`src/rtl/dino_pkg.sv`:
```
// Shared types and default geometry for the dino runner: jump FSM states and
// the default physics constants used by the renderer and collision logic.
package dino_pkg;

  typedef enum logic [1:0] {
    GROUND = 2'd0,
    RISE   = 2'd1,
    FALL   = 2'd2
  } dino_state_t;

  localparam int unsigned DINO_Y_W     = 8;
  localparam int unsigned DINO_V_W     = 6;
  localparam int unsigned DINO_TICK_DIV = 60000;
  localparam int unsigned DINO_GROUND_Y = 181;
  localparam int unsigned DINO_MIN_Y    = 0;
  localparam int unsigned DINO_JUMP_V   = 10;
  localparam int unsigned DINO_CUT_V    = 3;
  localparam int unsigned DINO_GRAVITY  = 1;
  localparam int unsigned DINO_MAX_FALL = 15;

endpackage

```
`src/rtl/dino_tick_gen.sv`:
```
// Free-running physics tick: one-cycle strobe every TICK_DIV clocks.
module dino_tick_gen #(
  parameter int unsigned TICK_DIV = 60000
) (
  input  logic clk,
  input  logic nRst,
  output logic tick
);

  localparam int unsigned          CNT_W = $clog2(TICK_DIV);
  localparam logic [CNT_W-1:0]     LAST  = CNT_W'(TICK_DIV - 1);

  logic [CNT_W-1:0] r_cnt;

  // NOTE: sequential state uses non-blocking assignments so every register
  // samples pre-edge values, regardless of process ordering in simulation.
  always_ff @(posedge clk or negedge nRst) begin
    if (!nRst) begin
      r_cnt <= '0;
    end else if (r_cnt == LAST) begin
      r_cnt <= '0;
    end else begin
      r_cnt <= r_cnt + CNT_W'(1);
    end
  end

  assign tick = (r_cnt == LAST);

endmodule

```
`src/rtl/dino_jump_ctrl.sv`:
```
// Jump-physics controller: button/duck in, sprite Y out. Rise with variable
// height cut, ceiling clamp, gravity fall with duck fast-fall, landing strobe.
module dino_jump_ctrl
  import dino_pkg::*;
#(
  parameter int unsigned Y_W      = DINO_Y_W,
  parameter int unsigned V_W      = DINO_V_W,
  parameter int unsigned TICK_DIV = DINO_TICK_DIV,
  parameter int unsigned GROUND_Y = DINO_GROUND_Y,
  parameter int unsigned MIN_Y    = DINO_MIN_Y,
  parameter int unsigned JUMP_V   = DINO_JUMP_V,
  parameter int unsigned CUT_V    = DINO_CUT_V,
  parameter int unsigned GRAVITY  = DINO_GRAVITY,
  parameter int unsigned MAX_FALL = DINO_MAX_FALL
) (
  input  logic           clk,
  input  logic           nRst,
  input  logic           button,
  input  logic           duck,
  output logic [Y_W-1:0] dinoY,
  output logic           airborne,
  output logic           ducking,
  output logic           land_pulse
);

  localparam logic [Y_W-1:0] GROUND_Y_C = Y_W'(GROUND_Y);
  localparam logic [Y_W-1:0] MIN_Y_C    = Y_W'(MIN_Y);
  localparam logic [V_W-1:0] JUMP_V_C   = V_W'(JUMP_V);
  localparam logic [V_W-1:0] CUT_V_C    = V_W'(CUT_V);
  localparam logic [V_W-1:0] GRAVITY_C  = V_W'(GRAVITY);
  localparam logic [V_W-1:0] MAX_FALL_C = V_W'(MAX_FALL);
  localparam logic [V_W:0]   G_NORM     = (V_W+1)'(GRAVITY);
  localparam logic [V_W:0]   G_FAST     = (V_W+1)'(2 * GRAVITY);

  dino_state_t     r_state, w_state_nxt;
  logic [Y_W-1:0]  r_y, w_y_nxt;
  logic [V_W-1:0]  r_vup, w_vup_nxt;
  logic [V_W-1:0]  r_vdn, w_vdn_nxt;
  logic            r_btn_q;
  logic            r_land, w_land_nxt;

  logic            w_tick;
  logic            w_jump_req;
  logic [V_W-1:0]  w_vup_eff;
  logic signed [Y_W:0] w_ny_rise;
  logic            w_ceil_hit;
  logic [Y_W:0]    w_ny_fall;
  logic [V_W:0]    w_vdn_sum;
  logic [V_W-1:0]  w_vdn_sat;

  dino_tick_gen #(
    .TICK_DIV (TICK_DIV)
  ) u_tick (
    .clk  (clk),
    .nRst (nRst),
    .tick (w_tick)
  );

  assign w_jump_req = button & ~r_btn_q;

  // Early release caps the rise; a coincident tick already sees the capped value.
  assign w_vup_eff  = (!button && (r_vup > CUT_V_C)) ? CUT_V_C : r_vup;

  assign w_ny_rise  = $signed({1'b0, r_y}) - $signed((Y_W+1)'(w_vup_eff));
  assign w_ceil_hit = w_ny_rise < $signed({1'b0, MIN_Y_C});
  assign w_ny_fall  = {1'b0, r_y} + (Y_W+1)'(r_vdn);
  assign w_vdn_sum  = {1'b0, r_vdn} + (duck ? G_FAST : G_NORM);
  assign w_vdn_sat  = (w_vdn_sum > {1'b0, MAX_FALL_C}) ? MAX_FALL_C : w_vdn_sum[V_W-1:0];

  always_ff @(posedge clk or negedge nRst) begin
    if (!nRst) begin
      r_state <= GROUND;
      r_y     <= GROUND_Y_C;
      r_vup   <= '0;
      r_vdn   <= '0;
      r_btn_q <= 1'b0;
      r_land  <= 1'b0;
    end else begin
      r_state <= w_state_nxt;
      r_y     <= w_y_nxt;
      r_vup   <= w_vup_nxt;
      r_vdn   <= w_vdn_nxt;
      r_btn_q <= button;
      r_land  <= w_land_nxt;
    end
  end

  // NOTE: every signal written here gets a default first, so no path can
  // leave it unassigned and infer a latch.
  always_comb begin
    w_state_nxt = r_state;
    w_y_nxt     = r_y;
    w_vup_nxt   = r_vup;
    w_vdn_nxt   = r_vdn;
    w_land_nxt  = 1'b0;

    unique case (r_state)
      GROUND: begin
        if (!duck && w_jump_req) begin
          w_state_nxt = RISE;
          w_vup_nxt   = JUMP_V_C;
        end
      end

      RISE: begin
        w_vup_nxt = w_vup_eff;
        if (w_tick) begin
          if (w_ceil_hit) begin
            w_y_nxt     = MIN_Y_C;
            w_state_nxt = FALL;
            w_vup_nxt   = '0;
            w_vdn_nxt   = GRAVITY_C;
          end else begin
            w_y_nxt = w_ny_rise[Y_W-1:0];
            if (w_vup_eff <= GRAVITY_C) begin
              w_state_nxt = FALL;
              w_vup_nxt   = '0;
              w_vdn_nxt   = GRAVITY_C;
            end else begin
              w_vup_nxt = w_vup_eff - GRAVITY_C;
            end
          end
        end
      end

      FALL: begin
        if (w_tick) begin
          if (w_ny_fall >= {1'b0, GROUND_Y_C}) begin
            w_y_nxt     = GROUND_Y_C;
            w_state_nxt = GROUND;
            w_vdn_nxt   = '0;
            w_land_nxt  = 1'b1;
          end else begin
            w_y_nxt   = w_ny_fall[Y_W-1:0];
            w_vdn_nxt = w_vdn_sat;
          end
        end
      end

      default: w_state_nxt = GROUND;
    endcase
  end

  assign dinoY      = r_y;
  assign airborne   = (r_state == RISE) || (r_state == FALL);
  assign ducking    = (r_state == GROUND) && duck;
  assign land_pulse = r_land;

endmodule

```
`config.mk`:
```
export PLATFORM = sky130hd
export DESIGN_NAME = dino_jump_ctrl
export DESIGN_NICKNAME = d
export VERILOG_FILES = /design/src/rtl/dino_pkg.sv /design/src/rtl/dino_tick_gen.sv /design/src/rtl/dino_jump_ctrl.sv
export SDC_FILE = /design/constraint.sdc
export NUM_CORES = 1
export LEC_CHECK = 0
export CORE_ASPECT_RATIO = 1.25
export CORE_MARGIN = 2
export CORE_UTILIZATION = 60
export CTS_BUF_LIST = sky130_fd_sc_hd__clkbuf_2 sky130_fd_sc_hd__clkbuf_4 sky130_fd_sc_hd__clkbuf_8
export CTS_CLUSTER_SIZE = 40
export DETAILED_ROUTE_END_ITERATION = 7
export DONT_BUFFER_PORTS = 1
export PLACE_DENSITY_LB_ADDON = 0.05
export SLEW_MARGIN = 40
export SYNTH_ARGS = -nofsm -noshare
export SYNTH_HDL_FRONTEND = slang
export SYNTH_SLANG_ARGS = --single-unit
```
`constraint.sdc`:
```
create_clock -name clk -period 3 [get_ports clk]
set_input_delay 0.3 -clock clk [delete_from_list [all_inputs] [get_ports clk]]
set_output_delay 0.3 -clock clk [all_outputs]
set_load 0.02 [all_outputs]
```
==> results of run 1 <==
-- per-layer routing --
layer / vias to the layer above / wire length [um] / track usage
li1: 1222 / - / -
met1: 1213 / 2906 / 0.3287
met2: 52 / 3703 / 0.5313
met3: 10 / 198 / 0.04247
met4: 0 / 95 / 0.06122
met5: - / 0 / 0
-- kinds of logic after synthesis --
group                    after synthesis  share of synthesized area
multiplexers                           3                    0.01086
AND/OR/NAND/NOR                      129                     0.2312
XOR/XNOR                              17                    0.05172
buffers and inverters                 27                    0.04129
AO/OA/AOI/OAI                         88                     0.2030
flip-flops                            40                     0.3498
adder cells (fa/ha/maj)               24                     0.1121
-- per-stage QoR --
| stage | hold slack (ns) | util | cells | setup WS, ns | instance area (um^2) |
|---|---|---|---|---|---|
| 6_report | 0.02432 | 0.6935 | 409 | 0.2000 | 3256 |
| 5_1_grt | 0.01166 | 0.6935 | 409 | 0.02518 | 3256 |
| 4_1_cts | 0.01569 | 0.6876 | 409 | 0.008170 | 3228 |
| 3_5_place_dp | 0.005378 | 0.6575 | 399 | 0.01844 | 3087 |
| 3_3_place_gp | 0.005359 | 0.6575 | 399 | 0.1192 | 3087 |
| 2_1_floorplan | 0.004409 | - | 328 | 0.01909 | 2909 |
-- where the power goes --
part	total (mW)	leakage [nW]	switching, mW	internal [mW]
sequential	0.540	0.493	0.000191	0.540
combinational	0.0502	0.932	0.0299	0.0203
clock	0.450	0.0541	0.204	0.246
total	1.04	1.48	0.234	0.806
-- cells in the mapped netlist (all sizes together) (2+ instances only) --
cell type | number | area (um^2)
clkbuf | 6 | 22.52
mux2i | 2 | 20.02
a21o | 5 | 37.54
nor2 | 37 | 138.9
nand4 | 5 | 31.28
a211oi | 5 | 37.54
buf | 4 | 32.53
or2 | 5 | 33.78
nand3 | 10 | 50.05
o21a | 6 | 45.04
nand4b | 2 | 17.52
ha | 21 | 262.8
dfrtp | 35 | 875.8
nand2 | 29 | 108.9
nor3 | 9 | 45.04
nor2b | 7 | 43.79
dfstp | 5 | 131.4
o22ai | 2 | 12.51
a21oi | 19 | 113.9
inv | 17 | 63.81
o21ai | 23 | 115.1
and3 | 3 | 18.77
fa | 3 | 60.06
and2b | 2 | 15.01
or3 | 3 | 18.77
a31oi | 6 | 37.54
nor4 | 5 | 46.29
xor2 | 9 | 78.83
and2 | 4 | 25.02
o2bb2ai | 2 | 17.52
o31a | 2 | 17.52
xnor2 | 8 | 70.07
o31ai | 5 | 37.54
-- worst max-delay path: stages, from the launching register on --
cell                        delay (ns)
sky130_fd_sc_hd__dfrtp_1          0.41
sky130_fd_sc_hd__nor4_4           0.30
sky130_fd_sc_hd__nor2_1           0.10
sky130_fd_sc_hd__nor2_1           0.13
sky130_fd_sc_hd__inv_1            0.08
sky130_fd_sc_hd__ha_1             0.21
sky130_fd_sc_hd__fa_2             0.39
sky130_fd_sc_hd__nor2b_4          0.16
sky130_fd_sc_hd__o2111ai_4        0.15
sky130_fd_sc_hd__a31oi_4          0.21
sky130_fd_sc_hd__a21oi_2          0.08
sky130_fd_sc_hd__o21ai_1          0.14
sky130_fd_sc_hd__nor2_1           0.06
sky130_fd_sc_hd__mux2_2           0.27
-- registers in the layout (all words and copies together), names as in the netlist --
name,count
u_tick.r_cnt,16
dinoY,8
r_vdn,6
r_vup,6
r_state,2
land_pulse,1
r_btn_q,1
-- area by class of cell --
cell class / instances / area (um^2)
Clock buffer: 5 / 68.82
Tap cell: 60 / 75.07
Clock inverter: 3 / 42.54
Timing Repair Buffer: 23 / 187.7
Inverter: 17 / 63.81
Fill cell: 385 / 1439
Sequential cell: 40 / 1007
Multi-Input combinational cell: 261 / 1810
-- timing repair --
item / 4_1_cts / 5_1_grt
hold buffers: 2 / 0
endpoints found under the hold margin: 40 / 0
endpoints found under the setup margin: 0 / 13
gates resized for setup: 0 / 6
-- worst paths after layout --
| check | startpoint | end | cells past startpoint |
|---|---|---|---|
| max in group asynchronous | nRst | dinoY[0] | 2 |
| min in group asynchronous | nRst | r_vup[3] | 2 |
| worst max-delay path | r_vup[5] | r_state[0] | 13 |
| worst min register to register | u_tick.r_cnt[0] | u_tick.r_cnt[0] | 1 |
| worst max register to register | r_vup[5] | r_state[0] | 13 |
| worst min-delay path | button | r_btn_q | 0 |
==> impl_metrics.py, run 1 <==
metrics = {
    "global_routing": {
        "globalRoute.totalOverflow": 0,
        "grt_start_max_net_pins": 41,
        "global_route_wire_length_before_repair_um": 11550,
        "grt_usage": 0.2791,
        "grt_antenna_before_repair": 0,
        "first_global_vias": 2398,
    },
    "critical_path": {
        "worst-setup-path-type": "reg2reg",
        "end_kind": "flip-flop",
        "timing.critical_path.fanout_max": 4,
        "critPathRequiredTime_ns": 3.19,
        "reg2reg_slack_ns": 0.20,
        "arrival_ns": 2.99,
        "critical_path.startpoint_type": "flip-flop",
    },
    "clock_tree": {
        "ctsLongestPathBuffers": 2,
        "tritoncts": "done",
        "tritoncts.num_buffers": 5,
        "cts.sink_count": 40,
        "clk_latency_ns": 0.30,
        "cts_post_setup_buffers_inserted": 0,
        "cts.htree.levels": 2,
        "cts.clk_slew.worst_paths_ns": 0.09,
        "cts-root-buf": "sky130_fd_sc_hd__clkbuf_8",
    },
    "synth": {
        "synth_warnings": 0,
        "synth_seq_cells": 40,
        "synth.yosys.seq_area_share": 0.3498,
        "synthesis.area_per_instance_um2": 8.777,
        "synth.distinct_cells": 61,
        "dominant_synthesized_flop_cell": "sky130_fd_sc_hd__dfrtp_1",
        "synth_enable_flop_cells": 0,
        "cell_area_after_synthesis_um2": 2879,
        "post_synth_inst_count": 328,
        "syn-num-nets": 356,
        "fraction_of_registers_with_async_set_or_reset_after_synthesis": 1.000,
    },
    "pwr": {
        "fin_total_pwr_mw": 1.040,
        "p_leak_nw": 1.480,
        "power_per_cell_area_nw_per_um2": 319.5,
        "vdd_ir_drop_max_mv": 0.2958,
    },
    "place": {
        "finalWeightedCongestion": 0.8471,
        "place_hpwl_um": 5199,
        "placement.io_buffers": 0,
    },
    "floorplanning": {
        "i_o_pin_count": 15,
        "die_area_um2": 5372,
        "initial_core_util": 0.6133,
        "die_width_um": 65.96,
        "placementRows": 28,
        "fp.coreArea_um2": 4695,
        "die_height_um": 81.45,
    },
    "run": {
        "timing.max_cap.violations": 0,
    },
    "cells_and_area": {
        "share_of_cells_above_drive_strength_1": 0.1547,
        "insertedDiodeCount": 0,
        "synthesis_to_layout_area_growth_pct": 13.08,
        "final_common_cell": "sky130_fd_sc_hd__nor2_1",
        "layout.cells.most_common_list": "sky130_fd_sc_hd__nor2_1 (37), sky130_fd_sc_hd__dfrtp_1 (35), sky130_fd_sc_hd__nand2_1 (29), sky130_fd_sc_hd__ha_1 (21), sky130_fd_sc_hd__buf_4 (21)",
        "final_net_count": 376,
    },
    "timing": {
        "layout_worst_path_cycle_share": 0.9333,
        "timing.setup.tns_ns": 0,
        "worst-slew-pin-transition_ns": 0.6536,
        "worst_clock_skew_ns": 0.01167,
        "grt_setup_unrepaired": "false",
        "maxSlewHeadroom": 0.5605,
        "setup_viol": 0,
        "layout_min_cycle_time_ns": 2.800,
        "fmax_mhz": 357.1,
        "finalHoldViolCount": 0,
        "final_max_slew_viol_count": 0,
    },
    "drt": {
        "routed_wirelength_um": 6904,
        "detail_route.wl_per_cell_um": 16.88,
        "vias": 2497,
        "routed_via_density": 6.105,
        "drt_iter0_drc": 132,
        "antenna_left": 0,
        "drc_markers": 0,
        "detailedRoute.firstPassIterationCount": 4,
    },
    "run_status": {
        "run_status": "finished, final reports clean",
    },
    "min_path": {
        "min_path_type": "in2reg",
    },
}
Power figures use the tool's default switching activity.
==> run 2: changes to the inputs <==
Settings changed: CELL_PAD_IN_SITES_DETAIL_PLACEMENT from default to 1, CELL_PAD_IN_SITES_GLOBAL_PLACEMENT from default to 1, CORE_MARGIN 2 to default, CORE_UTILIZATION 60 to 46.
==> impl_metrics.py, run 2 (synthesis results as in run 1) <==
metrics = {
    "run_status": {
        "run_status": "finished, final reports clean",
    },
    "cells_and_area": {
        "fin_util": 0.5676,
        "register_area_um2": 1007,
        "insertedDiodeCount": 0,
        "fillerInstances": 716,
        "final_net_count": 383,
        "top_register": "u_tick.r_cnt",
        "share_of_cells_above_drive_strength_1": 0.1910,
        "finalNonFillerCells": 438,
        "multiInputGateArea_um2": 1839,
        "layout.cells.most_common_list": "sky130_fd_sc_hd__nor2_1 (36), sky130_fd_sc_hd__dfrtp_1 (35), sky130_fd_sc_hd__nand2_1 (29), sky130_fd_sc_hd__buf_4 (27), sky130_fd_sc_hd__ha_1 (20)",
        "synthesis_to_layout_area_growth_pct": 16.99,
        "largest_register_ffs": 16,
        "final_common_cell": "sky130_fd_sc_hd__nor2_1",
    },
    "timing": {
        "fmax_mhz": 340.3,
        "worst-slew-pin-transition_ns": 0.7449,
        "finalHoldViolCount": 0,
        "layout_worst_path_cycle_share": 0.9795,
        "maxSlewHeadroom": 0.4982,
        "final_max_slew_viol_count": 0,
        "setup_viol": 0,
        "grt_setup_unrepaired": "true",
        "timing.setup.tns_ns": 0,
        "worst_clock_skew_ns": 0.005472,
        "layout_min_cycle_time_ns": 2.938,
    },
    "global_routing": {
        "globalRoute.totalOverflow": 0,
        "grt_usage": 0.2696,
        "grt_start_max_net_pins": 41,
        "met3_use_gr": 0.04241,
        "global_route_wire_length_before_repair_um": 13540,
        "grt_antenna_before_repair": 0,
        "global_route.peak_usage_layer": "met2",
        "grtUsageMet2": 0.4961,
        "global_route.usage.met1": 0.3088,
        "first_global_vias": 2709,
    },
    "clock_tree": {
        "cts-root-buf": "sky130_fd_sc_hd__clkbuf_8",
        "cts.clk_slew.worst_paths_ns": 0.08,
        "ctsLongestPathBuffers": 2,
        "tritoncts.num_buffers": 5,
        "cts.sink_count": 40,
        "cts.htree.levels": 2,
        "clk_latency_ns": 0.30,
        "tritoncts": "done",
    },
    "min_path": {
        "worst_hold_startpoint": "button",
        "hold-path-endpoint": "r_btn_q",
        "hold-path-cell-count": 0,
        "min_path_type": "in2reg",
    },
    "critical_path": {
        "worst-setup-path-type": "reg2reg",
        "cpLargestDelayFamily": "simple AND/OR/NAND/NOR gates",
        "reg2reg_slack_ns": 0.06,
        "critical_path.reg2reg.endpoint": "r_state[0]",
        "critical_path.reg2reg.startpoint": "r_vup[5]",
        "critPathRequiredTime_ns": 3.19,
        "end_kind": "flip-flop",
        "crit_top_cell": "sky130_fd_sc_hd__nor2_1",
        "cpMaxStageDelayCell": "sky130_fd_sc_hd__dfrtp_1",
        "arrival_ns": 3.13,
        "path_cells": "nor4_4 -> nor2_2 -> nor2_1 -> inv_1 -> ha_2 -> fa_2 -> nor2b_4 -> o2111ai_4 -> a31oi_4 -> a21oi_2 -> o21ai_1 -> nor2_1 -> mux2_2",
        "r2r.worst_path.cells": 13,
        "critical_path.startpoint_type": "flip-flop",
        "timing.critical_path.slowest_cell_delay_ns": 0.41,
        "timing.critical_path.fanout_max": 3,
        "path_buf_inv": 1,
    },
    "place": {
        "post-place-cells": 423,
        "placement.io_buffers": 0,
        "finalWeightedCongestion": 0.8472,
        "place_hpwl_um": 6001,
    },
    "pwr": {
        "p_leak_nw": 1.517,
        "power_per_cell_area_nw_per_um2": 314.3,
        "vdd_ir_drop_max_mv": 0.1572,
    },
    "drt": {
        "vias": 2549,
        "drc_markers": 0,
        "detailedRoute.firstPassIterationCount": 4,
        "antenna_left": 0,
        "detail_route.wl_per_cell_um": 18.57,
        "routed_via_density": 5.820,
        "drt_iter0_drc": 108,
        "routed_wirelength_um": 8133,
    },
    "floorplanning": {
        "die_area_um2": 6581,
        "fp.coreArea_um2": 5934,
        "die_width_um": 72.76,
        "placementRows": 31,
        "die_height_um": 90.45,
        "i_o_pin_count": 15,
        "initial_core_util": 0.4851,
    },
    "run": {
        "timing.max_cap.violations": 0,
    },
}
run 2: metrics by stage:
stage / cell area, um^2 / setup slack [ns] / power (mW) / hold slack, ns
floorplan: 2909 / 0.01909 / 0.5767 / 0.004409
finish: 3368 / 0.06152 / 1.059 / 0.02593
detailed placement: 3129 / -0.07255 / 0.5882 / 0.005269
CTS: 3292 / 0.03365 / 1.063 / 0.01529
global placement: 3129 / 0.08077 / 0.5874 / 0.005300
global route: 3368 / -0.06967 / 1.096 / 0.009808
run 2: worst max path at each step:
| stage | startpoint | endpoint | cells past startpoint |
|---|---|---|---|
| 2_1_floorplan | r_vup[2] | r_state[0] | 13 |
| 3_3_place_gp | r_vup[5] | r_vup[5] | 14 |
| 3_5_place_dp | r_vup[5] | r_vup[5] | 14 |
| 4_1_cts | r_vup[4] | dinoY[5] | 12 |
| 5_1_grt | r_vup[5] | r_vdn[2] | 14 |
| 6_report | r_vup[5] | r_state[0] | 13 |
run 2: worst register-to-register path: cells and delay by family (launching register included):
kind	cells	cell delay [ns]
buffers and inverters	1	0.08
flip-flops	1	0.41
adder cells (fa/ha/maj)	2	0.58
multiplexers	1	0.27
AO/OA/AOI/OAI	4	0.70
AND/OR/NAND/NOR	5	0.78
run 2: final cells by class:
class	count	area share
clock inverter	2	0.01040
inverter	17	0.01895
clock buffer	6	0.02266
sequential	40	0.2990
multi-input combinational	261	0.5461
timing repair buffer	30	0.07244
tap	82	0.03046
run 2: timing repair:
| action | CTS | global route |
|---|---|---|
| setup buffers | 2 | 3 |
| endpoints found under the hold margin | 40 | 0 |
| pin swaps | 4 | 8 |
| endpoints found under the setup margin | 3 | 10 |
| hold buffers | 2 | 0 |
| gates resized for setup | 2 | 13 |
run 2: layer usage:
layer  wire, um  vias to the layer above
met5          0                        -
met4        147                        0
met3        222                       13
met2       4539                       37
met1       3223                     1275
li1           -                     1224
run 2: report_power, final:
part | total, mW | internal, mW | switching (mW)
sequential | 0.540 | 0.540 | 0.000232
clock | 0.460 | 0.256 | 0.203
combinational | 0.0593 | 0.0245 | 0.0348
==> run 3: changes to the inputs <==
Settings changed: CORE_ASPECT_RATIO 1.25 to 0.5, PLACE_DENSITY from default to 0.84, PLACE_DENSITY_LB_ADDON 0.05 to default.
==> impl_metrics.py, run 3 (synthesis results as in run 1) <==
metrics = {
    "run_status": {
        "run_status": "finished, final reports clean",
    },
    "critical_path": {
        "reg2reg_slack_ns": 0.04,
        "timing.critical_path.fanout_max": 5,
        "critical_path.startpoint_type": "flip-flop",
        "worst-setup-path-type": "reg2reg",
        "crit_top_cell": "sky130_fd_sc_hd__nor2_2",
        "cpMaxStageDelayCell": "sky130_fd_sc_hd__dfrtp_2",
        "path_cells": "nor4_4 -> nor2_2 -> buf_4 -> nor2_2 -> inv_2 -> fa_2 -> nor2b_4 -> o2111ai_4 -> a31oi_4 -> a21oi_2 -> o21ai_1 -> nor2_1 -> mux2_4",
        "critical_path.reg2reg.startpoint": "r_vup[4]",
        "arrival_ns": 3.16,
        "critical_path.reg2reg.endpoint": "r_state[0]",
        "end_kind": "flip-flop",
        "critPathRequiredTime_ns": 3.20,
        "r2r.worst_path.cells": 13,
        "timing.critical_path.slowest_cell_delay_ns": 0.45,
    },
    "clock_tree": {
        "clk_latency_ns": 0.31,
        "tritoncts.num_buffers": 5,
        "tritoncts": "done",
        "cts-root-buf": "sky130_fd_sc_hd__clkbuf_8",
        "cts.sink_count": 40,
        "cts.htree.levels": 2,
        "cts.clk_slew.worst_paths_ns": 0.08,
        "ctsLongestPathBuffers": 2,
    },
    "timing": {
        "finalHoldViolCount": 0,
        "fmax_mhz": 338.2,
        "layout_min_cycle_time_ns": 2.957,
        "worst-slew-pin-transition_ns": 0.6825,
        "grt_setup_unrepaired": "true",
        "final_max_slew_viol_count": 0,
        "setup_viol": 0,
        "layout_worst_path_cycle_share": 0.9857,
        "worst_clock_skew_ns": 0.005998,
        "maxSlewHeadroom": 0.5411,
    },
    "cells_and_area": {
        "largest_register_ffs": 16,
        "design_area_um2": 3378,
        "final_net_count": 386,
        "share_of_cells_above_drive_strength_1": 0.2033,
        "fillerInstances": 685,
        "finalNonFillerCells": 443,
        "insertedDiodeCount": 0,
        "top_register": "u_tick.r_cnt",
        "synthesis_to_layout_area_growth_pct": 17.34,
        "layout.cells.most_common_list": "sky130_fd_sc_hd__nor2_1 (34), sky130_fd_sc_hd__dfrtp_1 (34), sky130_fd_sc_hd__buf_4 (30), sky130_fd_sc_hd__nand2_1 (29), sky130_fd_sc_hd__ha_1 (20)",
    },
    "global_routing": {
        "global_route.peak_usage_layer": "met2",
        "grtUsageMet2": 0.5052,
        "global_route_wire_length_before_repair_um": 14430,
        "globalRoute.totalOverflow": 0,
        "grt_start_max_net_pins": 41,
        "grt_usage": 0.2898,
        "grt_antenna_before_repair": 0,
        "global_route.usage.met1": 0.3541,
        "met3_use_gr": 0.06590,
        "first_global_vias": 2820,
    },
    "min_path": {
        "min_path_type": "in2reg",
        "hold-path-endpoint": "r_vup[4]",
        "worst_hold_startpoint": "button",
        "hold-path-cell-count": 2,
    },
    "floorplanning": {
        "fp.coreArea_um2": 5753,
        "placementRows": 19,
        "i_o_pin_count": 15,
        "die_area_um2": 6598,
        "initial_core_util": 0.5004,
        "die_height_um": 57.94,
        "die_width_um": 113.9,
    },
    "drt": {
        "vias": 2597,
        "drc_markers": 0,
        "detailedRoute.firstPassIterationCount": 4,
        "drt_iter0_drc": 99,
        "antenna_left": 0,
        "routed_wirelength_um": 8713,
        "routed_via_density": 5.862,
        "detail_route.wl_per_cell_um": 19.67,
    },
    "pwr": {
        "p_leak_nw": 1.514,
        "intPower_mw": 0.7359,
        "seq_pwr_share": 0.545,
        "power.combinational.fraction": 0.061,
        "power_per_cell_area_nw_per_um2": 293.2,
        "p_clk_frac": 0.394,
        "vdd_ir_drop_max_mv": 0.1564,
        "total_switching_power_mw": 0.2545,
        "switching_power_as_a_share_of_total_power": 0.2569,
    },
    "run": {
        "timing.max_cap.violations": 0,
    },
    "place": {
        "place_hpwl_um": 6200,
        "placement.io_buffers": 0,
        "post_dp_cell_area_um2": 3109,
        "post-place-cells": 422,
        "finalWeightedCongestion": 0.9433,
    },
}
-- run 3: cell types whose count changed in the layout (fill, tap and decap cells not counted), sizes merged --
cell / delta
bufinv: -1
dlygate4sd3: +1
clkinvlp: +1
buf: +2
-- run 3: power by group through the flow --
stage / clock (mW) / sequential [mW] / combinational [mW]
2_1_floorplan: 0 / 0.550 / 0.0263
3_3_place_gp: 0 / 0.550 / 0.0348
3_5_place_dp: 0 / 0.550 / 0.0376
4_1_cts: 0.394 / 0.540 / 0.0566
5_1_grt: 0.418 / 0.540 / 0.0662
6_report: 0.390 / 0.540 / 0.0603
-- run 3: worst max-delay path, delay by kind of cell, from the launching register on --
family	cells	cell delay (ns)
flops	1	0.45
fa+ha+maj	1	0.41
mux	1	0.31
compound gates	4	0.67
buf+inv	2	0.24
simple gates	5	0.77
-- run 3: per-layer routing --
layer  vias to the layer above  wire length [um]
met5                         -                 0
li1                       1237                 -
met4                         0               242
met3                        24               286
met1                      1286              3964
met2                        50              4220
-- run 3: area by class of cell --
type                       instances  area, um^2  share of cell area
clock inverter                     2       12.51            0.003704
multi-input combinational        261        1847              0.5467
timing repair buffer              33       265.3             0.07852
sequential                        40        1008              0.2985
tap                               84       105.1             0.03111
inverter                          17       63.81             0.01889
clock buffer                       6       76.32             0.02259
-- run 3: how the worst max path moves through the flow --
stage / endpoint / start
final: r_state[0] / r_vup[4]
after CTS: r_state[0] / r_vup[3]
after detailed placement: r_state[0] / r_vup[5]
after global placement: r_state[0] / r_vup[5]
after floorplan: r_state[0] / r_vup[2]
after global routing: r_state[0] / r_vup[4]
-- run 3: repair_timing --
action	in CTS	in global routing
buffers inserted	4	6
resized for setup	4	15
hold buffers	3	0
hold endpoints to repair	41	0
cloned	0	0
setup endpoints to repair	12	13
pin swaps	4	11
-- run 3: per-stage QoR --
step           hold slack, ns  setup WS (ns)  TNS [ns]  power (mW)  utilization
2_1_floorplan        0.004409        0.01909         0      0.5767            -
3_3_place_gp         0.005932        0.09336         0      0.5852       0.5405
3_5_place_dp         0.005862        -0.1151   -0.1758      0.5881       0.5405
4_1_cts                0.2198        0.03186         0      0.9905       0.5718
5_1_grt                0.2730       -0.07579   -0.1219       1.025       0.5872
6_report               0.2384        0.04286         0      0.9904       0.5872
